--- src/rtl/cook_timer.sv ---
// ---------------------------------------------------------------------------
// cook_timer
//
// Microwave cook-time controller. Sits downstream of clockdiv100 and samples
// its 1 Hz clk_out as an ordinary level on the system clock; every rising edge
// of that level is one elapsed second.
//
// Keypad digits shift into an MM:SS BCD register. While cooking, the register
// counts down once per second. The seconds field may hold tens up to 9, so an
// entry such as 00:90 means ninety seconds. When the countdown reaches 00:00 a
// one-cycle done pulse is issued, and the beeper then sounds for BEEP_TICKS
// seconds.
//
// Parameters
//   BEEP_TICKS   number of 1 Hz tick edges the beeper stays on
//   QUICK_SECS   BCD seconds loaded by start from IDLE with an empty entry
//
// Ports
//   clk          in   system clock (same clock that feeds clockdiv100)
//   rst_n        in   asynchronous active-low reset
//   tick_in      in   clockdiv100 clk_out level; rising edge = one second
//   digit_valid  in   single-cycle strobe, keypad digit present
//   digit        in   keypad digit; values above 9 are ignored
//   start        in   single-cycle start/resume request
//   pause        in   single-cycle pause request
//   cancel       in   single-cycle cancel request
//   door_open    in   door switch level, 1 = open
//   min_tens     out  BCD display digit M1
//   min_ones     out  BCD display digit M0
//   sec_tens     out  BCD display digit S1 (0-9 during entry)
//   sec_ones     out  BCD display digit S0
//   mag_on       out  magnetron enable, high only while cooking
//   done         out  one-cycle pulse when the countdown reaches 00:00
//   beep         out  beeper enable, high only while beeping
//   state        out  IDLE=0 ENTRY=1 RUN=2 PAUSE=3 BEEP=4
// ---------------------------------------------------------------------------
module cook_timer #(
    parameter int         BEEP_TICKS = 3,
    parameter logic [7:0] QUICK_SECS = 8'h30
) (
    input  logic       clk,
    input  logic       rst_n,
    input  logic       tick_in,
    input  logic       digit_valid,
    input  logic [3:0] digit,
    input  logic       start,
    input  logic       pause,
    input  logic       cancel,
    input  logic       door_open,
    output logic [3:0] min_tens,
    output logic [3:0] min_ones,
    output logic [3:0] sec_tens,
    output logic [3:0] sec_ones,
    output logic       mag_on,
    output logic       done,
    output logic       beep,
    output logic [2:0] state
);

    typedef enum logic [2:0] {
        IDLE  = 3'd0,
        ENTRY = 3'd1,
        RUN   = 3'd2,
        PAUSE = 3'd3,
        BEEP  = 3'd4
    } state_t;

    // Value of the beep counter on the tick that ends the beep phase.
    localparam logic [7:0] BEEP_LAST = 8'(BEEP_TICKS - 1);

    state_t      st;
    logic        tick_q;
    logic        tick_rise;
    logic [7:0]  beep_cnt;
    logic [15:0] cur_time;
    logic [15:0] dec_next;
    logic        time_zero;
    logic        digit_ok;

    // One-second countdown on a packed {M1,M0,S1,S0} BCD value.
    // Seconds tens may be anywhere in 0-9 (from keypad entry), so a borrow
    // from S1 only ever happens once S1 itself is 0; a borrow from the
    // minutes reloads the seconds to 59, never 99.
    function automatic logic [15:0] dec_time(input logic [15:0] t);
        logic [3:0] m1;
        logic [3:0] m0;
        logic [3:0] s1;
        logic [3:0] s0;
        {m1, m0, s1, s0} = t;
        if (s0 != 4'd0) begin
            s0 = s0 - 4'd1;
        end else if (s1 != 4'd0) begin
            s0 = 4'd9;
            s1 = s1 - 4'd1;
        end else if ((m1 != 4'd0) || (m0 != 4'd0)) begin
            s1 = 4'd5;
            s0 = 4'd9;
            if (m0 != 4'd0) begin
                m0 = m0 - 4'd1;
            end else begin
                m0 = 4'd9;
                m1 = m1 - 4'd1;
            end
        end
        return {m1, m0, s1, s0};
    endfunction

    assign cur_time  = {min_tens, min_ones, sec_tens, sec_ones};
    assign dec_next  = dec_time(cur_time);
    assign time_zero = (cur_time == 16'h0000);
    assign tick_rise = tick_in & ~tick_q;
    assign digit_ok  = digit_valid && (digit <= 4'd9);
    assign state     = st;

    always_ff @(posedge clk or negedge rst_n) begin
        if (!rst_n) begin
            st       <= IDLE;
            min_tens <= 4'd0;
            min_ones <= 4'd0;
            sec_tens <= 4'd0;
            sec_ones <= 4'd0;
            mag_on   <= 1'b0;
            done     <= 1'b0;
            beep     <= 1'b0;
            tick_q   <= 1'b0;
            beep_cnt <= 8'd0;
        end else begin
            tick_q <= tick_in;
            done   <= 1'b0;

            case (st)
                // Entry phase: cancel > (door only gates start) > start > digit.
                IDLE, ENTRY: begin
                    if (cancel) begin
                        st <= IDLE;
                        {min_tens, min_ones, sec_tens, sec_ones} <= 16'h0000;
                    end else if (start) begin
                        // A start request owns the cycle even when it is
                        // refused (door open, or an empty ENTRY).
                        if (!door_open) begin
                            if (!time_zero) begin
                                st     <= RUN;
                                mag_on <= 1'b1;
                            end else if (st == IDLE) begin
                                {min_tens, min_ones} <= 8'h00;
                                {sec_tens, sec_ones} <= QUICK_SECS;
                                st     <= RUN;
                                mag_on <= 1'b1;
                            end
                        end
                    end else if (digit_ok) begin
                        // Shift left; the old M1 falls off the top.
                        min_tens <= min_ones;
                        min_ones <= sec_tens;
                        sec_tens <= sec_ones;
                        sec_ones <= digit;
                        st       <= ENTRY;
                    end
                end

                // Cooking. Any stop request wins over a coincident tick, so
                // the displayed time is exactly what will resume.
                RUN: begin
                    if (cancel || door_open || pause) begin
                        st     <= PAUSE;
                        mag_on <= 1'b0;
                    end else if (tick_rise) begin
                        {min_tens, min_ones, sec_tens, sec_ones} <= dec_next;
                        if (dec_next == 16'h0000) begin
                            st       <= BEEP;
                            mag_on   <= 1'b0;
                            done     <= 1'b1;
                            beep     <= 1'b1;
                            beep_cnt <= 8'd0;
                        end
                    end
                end

                // Held: only cancel or a door-closed start leave this state.
                PAUSE: begin
                    if (cancel) begin
                        st <= IDLE;
                        {min_tens, min_ones, sec_tens, sec_ones} <= 16'h0000;
                    end else if (start && !door_open) begin
                        st     <= RUN;
                        mag_on <= 1'b1;
                    end
                end

                // Beeping for BEEP_TICKS one-second ticks; display stays 00:00.
                BEEP: begin
                    if (cancel) begin
                        st       <= IDLE;
                        beep     <= 1'b0;
                        beep_cnt <= 8'd0;
                        {min_tens, min_ones, sec_tens, sec_ones} <= 16'h0000;
                    end else if (tick_rise) begin
                        if (beep_cnt >= BEEP_LAST) begin
                            st       <= IDLE;
                            beep     <= 1'b0;
                            beep_cnt <= 8'd0;
                        end else begin
                            beep_cnt <= beep_cnt + 8'd1;
                        end
                    end
                end

                default: begin
                    st       <= IDLE;
                    mag_on   <= 1'b0;
                    beep     <= 1'b0;
                    beep_cnt <= 8'd0;
                    {min_tens, min_ones, sec_tens, sec_ones} <= 16'h0000;
                end
            endcase
        end
    end

endmodule

--- config.mk ---
export PLATFORM = sky130hd
export DESIGN_NAME = cook_timer
export DESIGN_NICKNAME = d
export VERILOG_FILES = /design/src/rtl/cook_timer.sv
export SDC_FILE = /design/constraint.sdc
export NUM_CORES = 1
export LEC_CHECK = 0
export ABC_AREA = 1
export CAP_MARGIN = 5
export CORE_MARGIN = 2
export CORE_UTILIZATION = 25
export CTS_CLUSTER_DIAMETER = 40
export CTS_CLUSTER_SIZE = 14
export DETAILED_ROUTE_END_ITERATION = 7
export HOLD_SLACK_MARGIN = 0.06
export SLEW_MARGIN = 20
export SYNTH_ARGS = -nofsm -noshare
export SYNTH_HDL_FRONTEND = slang
export SYNTH_SLANG_ARGS = --single-unit
--- constraint.sdc ---
create_clock -name clk -period 3.9 [get_ports clk]
set_clock_uncertainty 0.2 [all_clocks]
set_input_delay 1.17 -clock clk [delete_from_list [all_inputs] [get_ports clk]]
set_output_delay 1.17 -clock clk [all_outputs]
set_load 0.05 [all_outputs]
# --- Word-level counts from Yosys, hierarchy flattened ---
# Cells that the tools add are included.
word_totals:
  latch_bits: 0
  inputBits: 12
  register_bits: 31
  n_memories: 0
  rom_bits: 0
  ram_bits: 0
op_classes:
  shifts: 0
  reduce_logical: 21
  order_cmp: 2
  mul: 0
  div_mod_pow: 0
  eq_ne: 24
  add_sub_neg: 5
  n_bitwise: 4
  muxes: 89
op_table:
  columns: ["cell", "n"]
  rows:
  - ["$mux W4", 41]
  - ["$mux W8", 6]
  - ["$pmux W4 S3", 4]
  - ["$mux W3", 14]
  - ["$logic_not A16 Y1", 2]
  - ["$pmux W8 S3", 1]
  - ["$mux W1", 20]
  - ["$ne A3 B3 Y1 const B", 6]
  - ["$ne A2 B2 Y1 const B", 8]
  - ["$ne A4 B4 Y1 const B", 4]
  - ["$reduce_bool A4 Y1", 4]
  - ["$sub A4 B1 Y4 const B", 4]
  - ["$pmux W3 S4", 1]
  - ["$reduce_and A9 Y1", 1]
  - ["$add A8 B1 Y8 const B", 1]
  - ["$ge A8 B2 Y1 const B", 1]
  - ["$reduce_and A8 Y1", 1]
  - ["$reduce_and A7 Y1", 1]
  - ["$eq A3 B2 Y1 const B", 2]
  - ["$reduce_and A6 Y1", 1]
  - ["$ne A5 B5 Y1 const B", 1]
  - ["$reduce_and A5 Y1", 1]
  - ["$le A4 B4 Y1 const B", 1]
  - ["$pmux W1 S4", 1]
  - ["12 further kinds", 18]

# --- Logic depth before layout (Yosys ltp) ---
depth:
  word_depth: 10
  mapped_depth: 16
  depth_no_buf: 16

# --- Worst setup path before layout ---
# No wires, ideal clock.
synth_path:
  kind: "input port to flip-flop"
  start: "input cancel"
  end: "register sec_tens[3]"
  path_buffers: 1
  setup_slack_ns: 1.319
  cell_stages: 11
  required_ns: 3.571
  arrival_ns: 2.251
  path_cell_list: "inv_1 -> nand2_2 -> nor2_4 -> nand2_1 -> o22ai_1 -> inv_1 -> nand4_2 -> inv_2 -> buf_4 -> nand2_1 -> o21ai_0"
synth_via:
  elab_chain_len: 4
  elab_cells_between_ends: 11
  cone_classes: "eq/ne: 6; mux: 2; reduce/logical: 3"
synth_rtl:
  columns: ["item", "line_no", "text"]
  rows:
  - ["start, declared", "48", "input logic cancel,"]
  - ["$logic_or A1 B1 Y1 (2 in a row)", "164", "if (cancel || door_open || pause) begin"]
  - ["$ne A2 B2 Y1 (no line)", null, null]
  - ["$reduce_and A7 Y1 (no line)", null, null]
  - ["end signal, assigned", "155", "sec_tens <= sec_ones;"]
  - ["end signal, assigned", "168", "{min_tens, min_ones, sec_tens, sec_ones} <= dec_next;"]
  - ["end, declared", "52", "output logic [3:0] sec_tens,"]
# Several ways; a longest one is shown, not always the timed one.
# A chain may end at the register's enable or synchronous reset.

# --- Final worst setup path ---
layout_path:
  start: "input cancel"
  end: "register sec_tens[1]"
# Same word-level chain as after synthesis.

==> key figures <==
Timing
  – Period minus WS final: 3.033 ns
  – Setup TNS: 0 ns
  – Slew HR: 0.5190
  – Hold WS: roughly 0.27 ns
  – Final Hold Fails: 0
  – Worst Max-Slew Pin Slew: slightly above 0.7 ns
  – RSZ-0062 raised after global routing: no
  – Fin. max-slew vios: 0
  – Final setup fails: 0
  – FMAX: 329.7 MHz
  – Fin crit share: 0.7778

Floorplan
  – Initial core utilization: 0.2553
  – IO Count: 34
  – Site row count: 34
  – Chip Height: ~98 um
  – Area of the die: ~0.0096 mm2
  – Die X: 97.91 um
  – Core Area: 0.008636 mm2

Global routing
  – Number of global-route vias before repair: 2149
  – Largest net degree at the start of global routing: 32
  – Initial antenna violation count: 0
  – Total GRT Usage: 0.1290
  – First-pass GRT wire length: 10.32 mm
  – Overflow after GRT: 0

Route
  – Routed wire per std cell: 12.63 um
  – Post-route ant nets: 0
  – # DRC: 0
  – DR pass1 iterations: 4
  – Initial detailed-routing violation count: 187
  – Drt total wl: a little under 6 mm
  – Via count: 2169
  – Drt via density: 4.665

Worst setup path
  – Worst R2R End: sec_tens[1]$_DFFE_PN0P_
  – R2r startpoint: sec_ones[1]$_DFFE_PN0P_
  – Critical path data required time: 3.86 ns
  – Critical Path Start: cancel
  – Reg2Reg Setup Slack: between 1 and 1.5 ns
  – CP endpoint kind: flip-flop
  – CP max stage cell: clkdlybuf4s50_1
  – Crit-path max cell delay: 0.45 ns
  – Crit-path max FO: 26
  – WS Path Type: in2reg
  – Worst setup SP type: primary input
  – Arr. time, crit path: 3.00 ns
  – Worst Reg2Reg Path Length in Cells: 10
  – Cell Chain, Critical Path: clkdlybuf4s50_1, inv_1, nand2_2, nor2_4, nand2_1, o22ai_1, inv_1, nand4_2, inv_2, o21ai_0, o21ai_0

Clock tree
  – Worst skew pair latency: 0.29 ns
  – Longest Clk Path Bufs: 2
  – # hold bufs at CTS: 0
  – CTS Buf Count: 5
  – Post-CTS Resized: 0
  – Reg clk slew, reported paths: roughly 0.07 ns
  – Sink Count: 31
  – H-tree levels: 2
  – Root Buffer: clkbuf_8
  – Setup bufs post-CTS: 0
  – CTS tree: yes

Power
  – Share of power burned in registers: 0.195
  – Total power: 2.575 mW
  – Comb power frac: 0.674
  – P_leak: 1.335 nW
  – Power Internal: 1.145 mW
  – NetSw: 1.429 mW
  – Switching share of power: 0.5552
  – PD cells: roughly 930 mW/mm2
  – Clk pwr share: 0.131
  – Worst ir drop on vdd: 0.2864 mV

Run
  – Max-Cap Viols: 0

Final layout
  – Ant diodes: 0
  – Syn-to-layout area delta: 25.37%
  – FF/Latch Area: about 780 um2
  – Share of layout cells above drive strength 1: 0.1008
  – Multi-input logic area: 0.001220 mm2
  – Finished Core Util: 0.3201
  – Nets: about 380
  – Filler instances: between 900 and 1k

Synth
  – Top post-synthesis cells by area: dfrtp_1, nand2_1, inv_1
  – Most instantiated library cell after synthesis: nand2_1
  – Post-synth cell types: 33
  – YS warnings: 0
  – Top cells by count, synth: nand2_1, inv_1, nor2_1, dfrtp_1, nand3_1
  – Top-area cell type share of the netlist area: 0.3519
  – Seq/Total Area, Yosys: 0.3519
  – Synth Instances: 320
  – Synth Register Bits: 31
  – Top cell type by total area after synthesis: dfrtp_1
  – Async SR Flop Fraction: 1.000
  – Mapped Nets: 340
  – Synth Flop Type: dfrtp_1
  – Post-Syn Area: 0.002205 mm2
  – EDFF count, synth: 0
  – Syn_area_per_cell: 6.889 um2

Worst hold path
  – Hold Path Class: reg2reg
  – WHS Endpoint: beep$_DFFE_PN0P_
  – Worst hold stages: 2
  – Hold Startpoint: beep$_DFFE_PN0P_

Placement
  – Port-buffer cells: 33
  – Final GP Congestion: approximately 0.84
  – HPWL after detailed placement: 4.539 mm

Run status
  – Outcome: complete, no violations
[worst max-delay path: cells and delay by family]
family,cells,cell delay [ns]
buffers and inverters,4,0.92
and+or+nand+nor,4,0.55
AOI/OAI and AO/OA,3,0.34
[through the flow]
| stage | cells | area, um2 | setup WS (ns) |
|---|---|---|---|
| 3_3_place_gp | 457 | 2646 | 0.6545 |
| 3_5_place_dp | 457 | 2646 | 0.5870 |
| 5_1_grt | 465 | 2764 | 0.6299 |
| 2_1_floorplan | 320 | 2205 | 1.319 |
| 4_1_cts | 465 | 2764 | 0.8729 |
| 6_report | 465 | 2764 | 0.8666 |
[registers in the layout (all words and copies together), names as in the netlist]
signal and count:
beep_cnt 8, min_ones 4, min_tens 4, sec_ones 4, sec_tens 4, state 3
beep 1, done 1, mag_on 1, tick_q 1
[logic make-up (layout without fill, tap and decap cells)]
family	after synthesis	after routing	share of synthesized area
compound gates	53	53	0.1402
flops	31	31	0.3519
fa+ha+maj	8	8	0.04540
xor+xnor	2	2	0.007947
buf+inv	52	89	0.09477
simple gates	174	174	0.3598
[power groups by stage]
stage	clock [mW]	sequential [mW]	combinational [mW]
5_1_grt	0.362	0.519	1.94
6_report	0.338	0.502	1.73
2_1_floorplan	0	0.751	1.05
4_1_cts	0.345	0.506	1.74
3_3_place_gp	0	0.510	1.71
3_5_place_dp	0	0.511	1.72
[worst max path at each step]
stage,to
2_1_floorplan,sec_tens[3]$_DFFE_PN0P_
3_3_place_gp,sec_tens[1]$_DFFE_PN0P_
3_5_place_dp,sec_tens[1]$_DFFE_PN0P_
4_1_cts,sec_tens[2]
5_1_grt,sec_ones[3]$_DFFE_PN0P_
6_report,sec_tens[1]$_DFFE_PN0P_
[placed cells by master, fill, tap and decap left out]
cell type         n
o22ai_1           9
nand4_2           1
clkinv_2          2
o21ai_2           3
o21ai_0          21
a22oi_1           4
dfrtp_1          31
nor2_1           39
a22o_1            2
ha_1              8
o211ai_1          1
clkbuf_8          6
xor2_1            1
inv_2             3
nand4_1           7
or2_2             3
o21ai_1           6
nor2_4            3
a21oi_1           6
nor4_1            1
bufinv_16         1
buf_4             1
nand3_1          22
nand2_1          82
nor3_1            3
nand2_4           2
nor2_2            4
nand2_2           5
nand3_2           2
inv_1            43
a31oi_1           1
xnor2_1           1
clkdlybuf4s50_1  33
[layer usage]
layer | vias up | part of all wire | global-route usage
li1 | 1116 | - | -
met1 | 993 | 0.47 | 0.1736
met2 | 51 | 0.48 | 0.2150
met3 | 9 | 0.035 | 0.01861
met4 | 0 | 0.015 | 0.03846
met5 | - | 0 | 0
[layout make-up]
type	count	share of cell area
multi-input cells	237	0.4414
flip-flops and latches	31	0.2807
repair buffers	34	0.1222
inverters	47	0.06428
well taps	108	0.04889
clock buffers	6	0.02988
clock inverters	2	0.01268
No activity file was read; power rests on OpenSTA's default activity.
